`config.mk`:
```
export PLATFORM = sky130hd
export DESIGN_NAME = cvxif_offload_unit
export DESIGN_NICKNAME = d
export VERILOG_FILES = /design/src/rtl/config_pkg.sv /design/src/rtl/cvxif_pkg.sv /design/src/rtl/cvxif_id_table.sv /design/src/rtl/cvxif_offload_unit.sv
export SDC_FILE = /design/constraint.sdc
export NUM_CORES = 1
export LEC_CHECK = 0
export ABC_AREA = 0
export CAP_MARGIN = 15
export CORE_MARGIN = 2
export CORE_UTILIZATION = 44
export CTS_CLUSTER_SIZE = 30
export DETAILED_ROUTE_END_ITERATION = 6
export MAX_ROUTING_LAYER = met4
export PLACE_DENSITY = 0.92
export SYNTH_ARGS = -nofsm -noshare
export SYNTH_HDL_FRONTEND = slang
export SYNTH_SLANG_ARGS = --single-unit
```
`constraint.sdc`:
```
create_clock -name clk_i -period 3.9 [get_ports clk_i]
set_input_delay 0.78 -clock clk_i [delete_from_list [all_inputs] [get_ports clk_i]]
set_output_delay 0.78 -clock clk_i [all_outputs]
set_load 0.01 [all_outputs]
```
`src/rtl/config_pkg.sv`:
```
// Core configuration record: only the fields the offload unit consumes.
package config_pkg;

  typedef struct packed {
    int unsigned XLEN;
  } cva6_cfg_t;

  localparam cva6_cfg_t cva6_cfg_empty = '{XLEN: 32'd32};

endpackage

```
`src/rtl/cvxif_pkg.sv`:
```
// CV-X-IF request/response types, offload table entry and offload FSM states.
package cvxif_pkg;

  localparam int unsigned X_ID_WIDTH  = 4;
  localparam int unsigned X_RFR_WIDTH = 32;
  localparam int unsigned X_NUM_RS    = 2;

  typedef logic [X_ID_WIDTH-1:0] x_id_t;

  // One entry per instruction id; busy marks an accepted, unfinished instruction.
  typedef struct packed {
    logic       busy;
    logic [4:0] rd;
    logic       we;
  } offload_entry_t;

  typedef enum logic {
    IDLE,
    ISSUE
  } offload_state_e;

  typedef struct packed {
    logic [15:0] instr;
    x_id_t       id;
  } x_compressed_req_t;

  typedef struct packed {
    logic [31:0]                            instr;
    x_id_t                                  id;
    logic [X_NUM_RS-1:0][X_RFR_WIDTH-1:0]   rs;
    logic [X_NUM_RS-1:0]                    rs_valid;
  } x_issue_req_t;

  typedef struct packed {
    logic accept;
    logic writeback;
  } x_issue_resp_t;

  typedef struct packed {
    x_id_t id;
    logic  commit_kill;
  } x_commit_t;

  typedef struct packed {
    logic       exc;
    logic [5:0] exccode;
  } x_mem_resp_t;

  typedef struct packed {
    x_id_t                  id;
    logic [X_RFR_WIDTH-1:0] rdata;
    logic                   err;
  } x_mem_result_t;

  typedef struct packed {
    x_id_t                  id;
    logic [X_RFR_WIDTH-1:0] data;
    logic [4:0]             rd;
    logic                   we;
  } x_result_t;

  typedef struct packed {
    logic              x_compressed_valid;
    x_compressed_req_t x_compressed_req;
    logic              x_issue_valid;
    x_issue_req_t      x_issue_req;
    logic              x_commit_valid;
    x_commit_t         x_commit;
    logic              x_mem_ready;
    x_mem_resp_t       x_mem_resp;
    logic              x_mem_result_valid;
    x_mem_result_t     x_mem_result;
    logic              x_result_ready;
  } cvxif_req_t;

  typedef struct packed {
    logic          x_compressed_ready;
    logic          x_issue_ready;
    x_issue_resp_t x_issue_resp;
    logic          x_mem_valid;
    logic          x_result_valid;
    x_result_t     x_result;
  } cvxif_resp_t;

endpackage

```
`src/rtl/cvxif_id_table.sv`:
```
// Id-indexed table of outstanding offloaded instructions with an occupancy count.
// A set and a clear in the same cycle both apply; on equal ids the set wins.
module cvxif_id_table
  import cvxif_pkg::*;
#(
  parameter int unsigned MaxOutstanding = 4,
  localparam int unsigned CntW = $clog2(MaxOutstanding + 1)
) (
  input  logic            clk_i,
  input  logic            rst_ni,
  input  logic            set_i,
  input  x_id_t           set_id_i,
  input  logic [4:0]      set_rd_i,
  input  logic            set_we_i,
  input  logic            clr_i,
  input  x_id_t           clr_id_i,
  input  x_id_t           lookup_id_i,
  output offload_entry_t  lookup_o,
  output logic [CntW-1:0] count_o
);

  localparam int unsigned Depth = 1 << X_ID_WIDTH;

  logic [Depth-1:0] busy_q;
  logic [4:0]       rd_q [Depth];
  logic             we_q [Depth];
  logic [CntW-1:0]  count_q;
  logic             clr_hit;

  // Only a clear of a busy entry retires an instruction.
  assign clr_hit = clr_i && busy_q[clr_id_i];

  // Busy bits: clear first, then set so a same-id accept overrides the clear.
  always_ff @(posedge clk_i or negedge rst_ni) begin
    if (!rst_ni) begin
      busy_q <= '0;
    end else begin
      if (clr_hit) busy_q[clr_id_i] <= 1'b0;
      if (set_i)   busy_q[set_id_i] <= 1'b1;
    end
  end

  // Destination payload is only meaningful while busy, so it carries no reset.
  always_ff @(posedge clk_i) begin
    if (set_i) begin
      rd_q[set_id_i] <= set_rd_i;
      we_q[set_id_i] <= set_we_i;
    end
  end

  // Occupancy count, saturating at both ends.
  always_ff @(posedge clk_i or negedge rst_ni) begin
    if (!rst_ni) begin
      count_q <= '0;
    end else begin
      case ({set_i, clr_hit})
        2'b10: if (count_q != CntW'(MaxOutstanding)) count_q <= count_q + 1'b1;
        2'b01: if (count_q != '0) count_q <= count_q - 1'b1;
        default: count_q <= count_q;
      endcase
    end
  end

  assign lookup_o = '{busy: busy_q[lookup_id_i], rd: rd_q[lookup_id_i], we: we_q[lookup_id_i]};
  assign count_o  = count_q;

endmodule

```
`src/rtl/cvxif_offload_unit.sv`:
```
// Offloads core instructions to a CV-X-IF coprocessor and routes results back.
//
// state | meaning
// IDLE  | waiting for an instruction; ready while the table has room
// ISSUE | buffered instruction presented on x_issue until the coprocessor takes it
module cvxif_offload_unit
  import cvxif_pkg::*;
#(
  parameter config_pkg::cva6_cfg_t CVA6Cfg        = config_pkg::cva6_cfg_empty,
  parameter int unsigned           MaxOutstanding = 4
) (
  input  logic                    clk_i,
  input  logic                    rst_ni,
  input  logic                    instr_valid_i,
  output logic                    instr_ready_o,
  input  logic [31:0]             instr_i,
  input  logic [CVA6Cfg.XLEN-1:0] rs1_i,
  input  logic [CVA6Cfg.XLEN-1:0] rs2_i,
  input  x_id_t                   id_i,
  output cvxif_req_t              cvxif_req_o,
  input  cvxif_resp_t             cvxif_resp_i,
  output logic                    wb_valid_o,
  input  logic                    wb_ready_i,
  output x_id_t                   wb_id_o,
  output logic [4:0]              wb_rd_o,
  output logic [CVA6Cfg.XLEN-1:0] wb_data_o,
  output logic                    wb_we_o,
  output logic                    illegal_valid_o,
  output x_id_t                   illegal_id_o,
  output logic                    protocol_err_o
);

  localparam int unsigned XLEN = CVA6Cfg.XLEN;
  localparam int unsigned CntW = $clog2(MaxOutstanding + 1);

  offload_state_e  state_q, state_d;
  logic [31:0]     instr_q;
  logic [XLEN-1:0] rs1_q, rs2_q;
  x_id_t           id_q;
  logic            capture, issue_hs, accept_set, result_hs;
  logic            illegal_q;
  x_id_t           illegal_id_q;
  logic            protocol_err_q;
  offload_entry_t  entry;
  logic [CntW-1:0] count;
  logic            unused_resp;

  assign unused_resp = ^{cvxif_resp_i.x_compressed_ready, cvxif_resp_i.x_mem_valid,
                         cvxif_resp_i.x_result.rd};

  // Next state, issue request and core-side ready.
  always_comb begin
    state_d       = state_q;
    cvxif_req_o   = '0;
    instr_ready_o = 1'b0;
    capture       = 1'b0;
    issue_hs      = 1'b0;
    case (state_q)
      IDLE: begin
        instr_ready_o = (count < CntW'(MaxOutstanding));
        if (instr_valid_i && instr_ready_o) begin
          capture = 1'b1;
          state_d = ISSUE;
        end
      end
      ISSUE: begin
        cvxif_req_o.x_issue_valid           = 1'b1;
        cvxif_req_o.x_issue_req.instr       = instr_q;
        cvxif_req_o.x_issue_req.id          = id_q;
        cvxif_req_o.x_issue_req.rs[0]       = X_RFR_WIDTH'(rs1_q);
        cvxif_req_o.x_issue_req.rs[1]       = X_RFR_WIDTH'(rs2_q);
        cvxif_req_o.x_issue_req.rs_valid    = '1;
        if (cvxif_resp_i.x_issue_ready) begin
          issue_hs = 1'b1;
          state_d  = IDLE;
        end
      end
      default: state_d = IDLE;
    endcase
    cvxif_req_o.x_result_ready = wb_ready_i;
  end

  assign accept_set = issue_hs && cvxif_resp_i.x_issue_resp.accept;
  assign result_hs  = cvxif_resp_i.x_result_valid && wb_ready_i;

  cvxif_id_table #(
    .MaxOutstanding(MaxOutstanding)
  ) u_id_table (
    .clk_i      (clk_i),
    .rst_ni     (rst_ni),
    .set_i      (accept_set),
    .set_id_i   (id_q),
    .set_rd_i   (instr_q[11:7]),
    .set_we_i   (cvxif_resp_i.x_issue_resp.writeback),
    .clr_i      (result_hs),
    .clr_id_i   (cvxif_resp_i.x_result.id),
    .lookup_id_i(cvxif_resp_i.x_result.id),
    .lookup_o   (entry),
    .count_o    (count)
  );

  // State register; reset drops issue_valid immediately.
  always_ff @(posedge clk_i or negedge rst_ni) begin
    if (!rst_ni) state_q <= IDLE;
    else         state_q <= state_d;
  end

  // Issue buffer, loaded on the core handshake.
  always_ff @(posedge clk_i) begin
    if (capture) begin
      instr_q <= instr_i;
      rs1_q   <= rs1_i;
      rs2_q   <= rs2_i;
      id_q    <= id_i;
    end
  end

  // One-cycle illegal pulse for a rejected issue.
  always_ff @(posedge clk_i or negedge rst_ni) begin
    if (!rst_ni) begin
      illegal_q    <= 1'b0;
      illegal_id_q <= '0;
    end else begin
      illegal_q <= issue_hs && !cvxif_resp_i.x_issue_resp.accept;
      if (issue_hs) illegal_id_q <= id_q;
    end
  end

  // Sticky error for a result whose id is not outstanding.
  always_ff @(posedge clk_i or negedge rst_ni) begin
    if (!rst_ni)                      protocol_err_q <= 1'b0;
    else if (result_hs && !entry.busy) protocol_err_q <= 1'b1;
  end

  assign wb_valid_o      = cvxif_resp_i.x_result_valid;
  assign wb_id_o         = cvxif_resp_i.x_result.id;
  assign wb_data_o       = XLEN'(cvxif_resp_i.x_result.data);
  assign wb_rd_o         = entry.rd;
  assign wb_we_o         = cvxif_resp_i.x_result.we && entry.we;
  assign illegal_valid_o = illegal_q;
  assign illegal_id_o    = illegal_id_q;
  assign protocol_err_o  = protocol_err_q;

endmodule

```
### Yosys cells after proc, flatten, opt, wreduce, memory -nomap -nowiden

Memory sizes are Yosys's and may differ from the RTL's.
Index checks and enable logic that the tools add are counted.

| cells by class | value |
|---|---|
| $add $sub $neg | 2 |
| $lt $le $gt $ge | 5 |
| equality and inequality tests | 5 |
| multiplexer cells | 21 |
| bitwise gates (word level) | 4 |
| reduce and logical (&&, ||, !) cells | 14 |

Operators with widths:

| kind | number |
|---|---|
| $mux 103 | 1 |
| $mux 16 | 2 |
| $and 16x16->16 | 1 |
| $not 16->16 | 1 |
| $or 16x16->16 | 1 |
| $mux 1 | 11 |
| $lt 4x5->1 const B | 2 |
| $logic_and 1x1->1 | 9 |
| $demux 1 s4 | 2 |
| $ge 4x1->1 const B | 2 |
| $mux 3 | 2 |
| $pmux 3 s2 | 1 |
| $bmux 1 s4 | 1 |
| $ne 2x1->1 const B | 2 |
| $add 3x1->3 const B | 1 |
| $lt 3x3->1 const B | 1 |
| $ne 3x3->1 const B | 1 |
| $reduce_and 3->1 | 1 |
| $reduce_bool 3->1 | 1 |
| $sub 3x1->3 const B | 1 |
| $eq 2x1->1 const B | 1 |
| $eq 2x2->1 const B | 1 |
| $logic_not 1->1 | 2 |
| $pmux 1 s2 | 1 |
| other kinds (2) | 2 |

| word-level totals | value |
|---|---|
| register bits | 126 |
| bits in writable memories | 96 |
| output and inout bits | 227 |
| word-level logic and storage cells | 63 |
| memories | 2 |

Memories:

| memory | words | width | rd ports | clocked after memory_dff | wr ports | RTL line | text |
|---|---|---|---|---|---|---|---|
| u_id_table.rd_q | 16 | 5 | 1 | 0 | 1 | cvxif_id_table.sv:25 | `logic [4:0] rd_q [Depth];` |
| u_id_table.we_q | 16 | 1 | 1 | 0 | 1 | cvxif_id_table.sv:26 | `logic we_q [Depth];` |

### Logic depth before layout (Yosys ltp)

| logic depth | value |
|---|---|
| depth in word-level cells | 9 |
| mapped depth | 10 |
| mapped depth without buffers | 9 |

### Cells and area by module

From an unflattened synthesis, not the netlist that was laid out.

| second synthesis, totals | value |
|---|---|
| cells, all modules | 618 |
| area, all modules | 9715.6 um^2 |

By module, submodules not included:

| module | instances | cells an instance | area each (um^2) | seq. area each (um^2) |
|---|---|---|---|---|
| cvxif_id_table | 1 | 270 | 4885.9 | 3358.2 |
| cvxif_offload_unit | 1 | 348 | 4829.6 | 3178.0 |

### Least setup slack after synthesis

Ideal clock, no wire load.

| timing | value |
|---|---|
| path type | in2reg |
| start | input instr_valid_i |
| end | register id_q[0] (enable) |
| arrival time | 3106 ps |
| slack | 323 ps |
| cell stages on the path | 1 |
| path buffers | 0 |
| path through | and2_1 |

| on the way | value |
|---|---|
| cells in the longest elaborated chain, start to end | 3 |

RTL lines:

| element | RTL line | text |
|---|---|---|
| start, declared | cvxif_offload_unit.sv:14 | `input logic instr_valid_i,` |
| $logic_and 1x1->1 | cvxif_offload_unit.sv:61 | `if (instr_valid_i && instr_ready_o) begin` |
| $mux 1 | cvxif_offload_unit.sv:61 |  |
| $mux 1 | cvxif_offload_unit.sv:58 | `case (state_q)` |
| end signal, assigned | cvxif_offload_unit.sv:114 | `id_q <= id_i;` |
| end, declared | cvxif_offload_unit.sv:39 | `x_id_t id_q;` |

No other way between the ends.
A chain may end at the register's enable or synchronous reset.

### Worst setup path in the final report

| timing | value |
|---|---|
| start | input cvxif_resp_i[39] in the netlist's numbering |
| end | output wb_rd_o[3] |

| on the way | value |
|---|---|
| cells in the longest elaborated chain, start to end | 1 |

RTL lines:

| element | RTL line | text |
|---|---|---|
| start, declared | cvxif_offload_unit.sv:21 | `input cvxif_resp_t cvxif_resp_i,` |
| $mem_v2 16x5 | -- |  |
| end, declared | cvxif_offload_unit.sv:25 | `output logic [4:0] wb_rd_o,` |

No other way between the ends.

==> flow_summary.ini <==
[worst_setup_path]
timing.rr.start = state_q
critPathKind = in -> out
arrival_ns = 2.99
worstPathRequired_ns = 3.12
endpoint_kind = output pin
startpoint_type = input port
crit_fanout = 30
r2r-end = u_id_table.we_q[0]
cpPeakStageDelay_ns = 0.51
worst-path-buf-inv = 4
slowest_stage = clkdlybuf4s50_1
path_delay_family = buffers and inverters
crit_chain = clkdlybuf4s50_1 -> buf_12 -> buf_4 -> mux4_2 -> mux4_2 -> clkdlybuf4s50_1
startpoint = cvxif_resp_i[39]
reg2reg_depth = 3
r2r_setup_slack_ns = 1.27

[synth]
ys_types = 37
synth_cells = 609
synth_area_leaders = edfxtp_1 62%, buf_4 9.0%, mux4_2 7.3%, dfrtp_1 6.8%, and2_1 6.7%
yosys_warnings = 0
synth_seq_cells = 222
yosysTopAreaCellShare_pct = 61.7
seq_area_frac_synth_pct = 68.5
synth_area_leader_cell = edfxtp_1
synth_area_um2 = 9540
syn_area_per_cell_um2 = 15.7

[timing]
fin_crit_ns = 3.77
clock_skew_ns = 0.0164
finalCritPeriodShare_pct = 96.6
hold_viol = 0
fmax_mhz = 265
rsz0062_at_grt = false
slew_headroom_pct = 49.1
maxSlewViolCount = 0
final-setup-viol-count = 0
setup_tns_ns = 0
worst_pin_slew_ns = 0.764

[clock_network]
cts_resized = 0
path_clk_slew_ns = 0.05
numCtsBuffers = 23
clock-sinks = 222
hold_buffers = 0
insertion_delay_ns = 0.51
cts-root-buf = clkbuf_16
cts_setup_buffers = 0
htree_levels = 1
clockBufferDepth = 3
cts_tree = yes

[drt]
dr.pass1.iters = 4
routedWlPerCell_um = 19.0
routed_via_density = 4.85
vias = 5367
final_antenna_net_count = 0
wl_mm = 21.0
drt_iter0_drc = 323
drc = 0

[worst_hold_path]
min_path_cells = 1
hold_path_class = reg -> reg
holdPathEnd = protocol_err_o
hp-start = protocol_err_o

[outcome]
status = finished clean

[pwr]
ir_drop_mv = 0.420
powerDensity_nw_per_um2 = 584
report.power.total_w = 0.00724
leakage_nw = 4.40

[place]
dp.final_hpwl_mm = 14.8
place_area_um2 = 11700
portBuffers = 234
routabilityCongestion = 0.837

[floorplanning]
placementRows = 53
die_w_um = 151
die_h_um = 151
io_pins = 379
die_area_um2 = 22900
coreArea_um2 = 21200
start_util_pct = 45.1

[cells_and_area]
fin_nets = 968
final_core_util_pct = 58.6
antenna_cells = 0
final_common_cell = clkdlybuf4s50_1
final_cell_area_um2 = 12400
area_delta_synth_final_pct = 29.9
drive_above_1_share_pct = 10.8
layout_common_cells = 233 x clkdlybuf4s50_1, 196 x edfxtp_1, 101 x and2_1, 73 x conb_1, 34 x o21ai_0

[global_route]
grt_pass1_vias = 5534
grt_pass1_wl_mm = 31.0
antenna_found_initial = 0
grt_remaining_overflow = 0
grt_max_degree = 102
grt_usage_pct = 18.7

[job]
cap_violations = 0
[cell type report]
cell class                      instances  area [um^2]
Clock buffer                           31          626
Clock inverter                         10         78.8
Fill cell                            1544         8760
Inverter                                4         15.0
Multi-Input combinational cell        317         2300
Sequential cell                       222         6540
Tap cell                              275          344
Timing Repair Buffer                  247         2490
[power breakdown]
group | total (W) | leakage (nW) | switching (W) | internal [W]
sequential | 0.00324 | 2.13 | 0.000217 | 0.00302
combinational | 0.00195 | 1.94 | 0.000895 | 0.00105
clock | 0.00205 | 0.338 | 0.000865 | 0.00119
total | 0.00724 | 4.40 | 0.00198 | 0.00526
[cells in the mapped netlist (all sizes together)]
master,n
dfrtp,26
edfxtp,196
o21ai,35
conb,1
fa,1
nand4,1
mux4,33
xnor2,2
o211a,1
nand2b,4
nand3b,1
nand2,12
inv,4
or2,4
o21a,2
or3,5
o21bai,1
clkbuf,17
and3,2
nand3,4
nor2,21
a21oi,1
o2111ai,1
buf,121
a21o,1
mux2i,4
mux2,6
and2,102
[worst max path at each step]
stage | to | slack (ns) | cells after the start
3_5_place_dp | wb_we_o | 0.15 | 6
5_1_grt | wb_rd_o[3] | 0.07 | 6
2_1_floorplan | id_q[0] | 0.32 | 1
4_1_cts | wb_rd_o[3] | 0.12 | 6
6_report | wb_rd_o[3] | 0.13 | 6
3_3_place_gp | wb_we_o | 0.16 | 6
[worst register-to-register path: cells and delay by family, from the launching register on]
kind / cells / cell delay [ns]
and+or+nand+nor: 3 / 1.41
DFF: 1 / 0.86
[through the flow]
stage / worst slack [ns] / hold slack [ns] / std cells
after detailed placement: 0.146 / 0.482 / 1064
after CTS: 0.119 / 0.499 / 1105
final: 0.131 / 0.493 / 1106
after global placement: 0.160 / 0.463 / 1064
after global routing: 0.0726 / 0.532 / 1106
after floorplan: 0.323 / 0.461 / 681
[layer usage]
metal	GRT usage, %	vias up	routed length, um	share of wire [%]
li1	-	2412	-	-
met1	21.3	2642	7580	36
met2	31.7	275	11100	53
met3	6.02	38	1970	9.4
met4	5.33	0	403	1.9
met5	-	-	0	0
[state kept, by name (all words and copies together), names as in the netlist]
name,count
u_id_table.busy_q,16
u_id_table.count_o,3
u_id_table.rd_q,80
rs2_q,32
illegal_valid_o,1
illegal_id_o,4
rs1_q,32
protocol_err_o,1
state_q,1
instr_q,32
id_q,4
u_id_table.we_q,16
[cells by family after synthesis]
family,synth area share (%)
muxes,9.00
adders and majority gates,0.210
xor gates and xnor gates,0.184
AOI/OAI and AO/OA,2.48
DFF,68.5
other,0.0393
and+or+nand+nor,9.35
buffers and inverters,10.2
Note: power is estimated with default switching activity, not from simulation.
==> RTL change: new RTL, same settings <==
Put one more register stage on the output `protocol_err_o`, cleared by the reset. The value now appears one clock later. The other outputs are not delayed to match.
--- a/src/rtl/cvxif_offload_unit.sv
+++ b/src/rtl/cvxif_offload_unit.sv
@@ -139,7 +139,13 @@
   assign wb_we_o         = cvxif_resp_i.x_result.we && entry.we;
   assign illegal_valid_o = illegal_q;
   assign illegal_id_o    = illegal_id_q;
-  assign protocol_err_o  = protocol_err_q;
+  always_ff @(posedge clk_i or negedge rst_ni) begin
+    if (!rst_ni) begin
+      protocol_err_o <= '0;
+    end else begin
+      protocol_err_o <= protocol_err_q;
+    end
+  end
 
 endmodule
 
Formal check against the unedited RTL: not equivalent (Yosys sat finds a counterexample within 4 cycles, from zero or initial values and one cycle with rst_ni low).
==> RTL change against the unedited design <==
Design area is 1.2% higher. First-iteration DRC count is 13% lower. Area after synthesis rose by 0.26%. Via count rose by 2.1%. Worst setup slack gained 0.016 ns. Clock skew about the same. Count of clock-buffer cells in the layout decreased by 5. Total power grew 4.7%. Critical endpoint is now wb_we_o. Combinational power up 3%. Sequential cell count up 1. Wire length grew 9.5%. Die area grew 0.26%. Sequential share of layout area fell by 0.42 points.
==> RTL change: results (changes against the unedited design) <==
stage	metric	value	unit	change
timing	Final Hold Vio Count	0		unchanged
drt	vias after detailed routing	5479		+2.1%
placement	count of input and output buffers	234		unchanged
synth	number of flops mapped to enable cells by yosys	196		unchanged
critical_path	Reg-to-Reg End	u_id_table.rd_q[2][1]$_DFFE_PP_		
clock_network	number of CTS-inserted buffers	23		unchanged
synth	most area-consuming cells after synthesis	edfxtp_1 62%, buf_4 8.9%, mux4_2 7.3%, dfrtp_1 7.1%, and2_1 6.7%		
clock_network	post_cts resized	0		unchanged
synth	Yosys warnings	0		unchanged
grt	via count of the first global-routing pass	5724		+3.4%
clock_network	worst-skew pair later-pin latency	0.51	ns	about the same
power	Max IR drop VDD	0.477	mV	+14%
placement	final weighted congestion of routability-driven global placement	0.842		+0.63%
critical_path	maximum cell stage delay along the critical path	0.50	ns	
placement	number of placed instances, taps included	1064		unchanged
drt	average vias per placed instance	4.93		+1.5%
drt	first-iteration detailed-routing DRC count	282		-13%
clock_network	maximum clock insertion buffer count	3		unchanged
outcome	outcome	finished, final reports clean		
synth	proportion of synthesized chip area in sequential cells	68.6	%	+0.082 points
worst_hold_path	startpoint of the worst hold path	protocol_err_q$_DFFE_PN0P_		
critical_path	register-to-register setup slack	1.05	ns	-0.22 ns
power	Leak	4.46	nW	+1.2%
grt	global-route wire length before repair	33000	microns	+6.3%
critical_path	length in cells of the worst reg-to-reg path	3		unchanged
synth	number of unique standard cell types used by synthesis	37		unchanged
critical_path	cell family contributing the most delay on the critical path	buffers and inverters		
drt	Final Routed Wirelength	23000	microns	+9.5%
placement	HPWL reported at the end of detailed placement	16300	microns	+10%
finish	Biggest register	u_id_table.rd_q		
finish	fraction of layout cells with a size suffix above 1	11.3	%	+0.49 points
grt	maximum number of pins on one net before global-route repair	67		-34%
drt	Detailed Routing Iterations Pass 1	5		+1
critical_path	largest fanout on the critical path	27		-10%
timing	Hold Worst Slack	0.393	ns	-0.100 ns
grt	number of antenna violations at the first check in global routing	6		+6
synth	Commonest cells post-synth	196 x edfxtp_1, 114 x buf_4, 102 x and2_1		
grt	Congestion Overflow GR	0		unchanged
grt	all-layer global routing usage	20.2	%	+1.6 points
finish	fill cell total of the finished layout	1550		+0.39%
finish	final-stage net count	967		-0.10%
clock_network	clock tree root driver cell	clkbuf_16		
synth	Synth Area per Inst	15.7	sq um	about the same
critical_path	Arrival @ worst endpoint	2.97	ns	-0.02 ns
critical_path	worst r2r src	state_q$_DFF_PN0_		
worst_hold_path	hold crit path type	register to register		
timing	slew at the pin with the worst max-slew slack	0.910	ns	+0.146 ns
clock_network	clock-pin slew on the worst setup and hold paths	0.06	ns	
worst_hold_path	number of instances on the worst hold path	0		-1
timing	clock skew after layout	0.0169	ns	+0.000483 ns
worst_hold_path	Hold EP	protocol_err_o$_DFF_PN0_		
finish	flip-flop count of the largest register, all copies and words added	80		unchanged
synth	post-synthesis async set-or-reset flop share	12.1	%	+0.40 points
critical_path	slowest cell on the critical path	clkdlybuf4s50_1		
clock_network	total setup buffers inserted after CTS	0		unchanged
clock_network	CTS H-Tree Depth	1		unchanged
RTL change: cell count changes after synthesis, sizes merged:
cell and delta:
dfrtp +1
RTL change: metrics by stage:
stage / utilization, % / cell area (sq um) / worst slack [ns] / power, mW
2_1_floorplan: - / 9830 / 0.323 / 4.22
3_3_place_gp: 55.4 / 11700 / 0.147 / 5.22
3_5_place_dp: 55.4 / 11700 / 0.142 / 5.28
4_1_cts: 59.2 / 12500 / 0.138 / 7.63
5_1_grt: 59.3 / 12500 / 0.0635 / 7.89
6_report: 59.3 / 12500 / 0.147 / 7.58
RTL change: report_power, final:
part	switching [mW]	internal [mW]	leakage [nW]
logic	0.935	1.06	1.94
registers	0.230	3.03	2.13
clock network	0.900	1.42	0.386
RTL change: logic make-up (layout without fill, tap and decap cells):
group,after synthesis,after routing,synth area share [%]
simple gates,156,156,9.33
fa+ha+maj,1,1,0.209
mux,43,43,8.98
compound gates,42,42,2.47
buf+inv,142,290,10.2
flops,223,223,68.6
xor+xnor,2,2,0.183
other cells,1,80,0.0392
RTL change: cell type report:
class / count / area [sq um] / share of cell area, %
timing repair buffer: 245 / 2490 / 19.9
clock buffer: 26 / 587 / 4.68
clock inverter: 15 / 216 / 1.73
tap: 275 / 344 / 2.74
multi-input combinational: 317 / 2300 / 18.4
antenna: 7 / 17.5 / 0.140
sequential: 223 / 6560 / 52.3
inverter: 4 / 15.0 / 0.120
RTL change: layer usage:
metal,GRT usage [%],vias up,part of all wire [%]
li1,-,2433,-
met1,22.2,2720,35
met2,33.7,278,51
met3,7.53,48,11
met4,7.71,0,2.8
met5,-,-,0
RTL change: worst max path at each step:
stage,from,end,depth (start not counted)
after floorplan,instr_valid_i,id_q[0]$_DFFE_PP_,1
after global placement,cvxif_resp_i[39],wb_we_o,6
after detailed placement,cvxif_resp_i[39],wb_we_o,6
after CTS,cvxif_resp_i[39],wb_rd_o[2],6
after global routing,cvxif_resp_i[39],wb_we_o,6
final,cvxif_resp_i[39],wb_we_o,6
RTL change: worst register-to-register path, stage by stage (launching register included):
cell and delay, ns:
dfrtp_2 0.95, nand3_1 0.38, or3_1 0.54, nor2_1 0.61
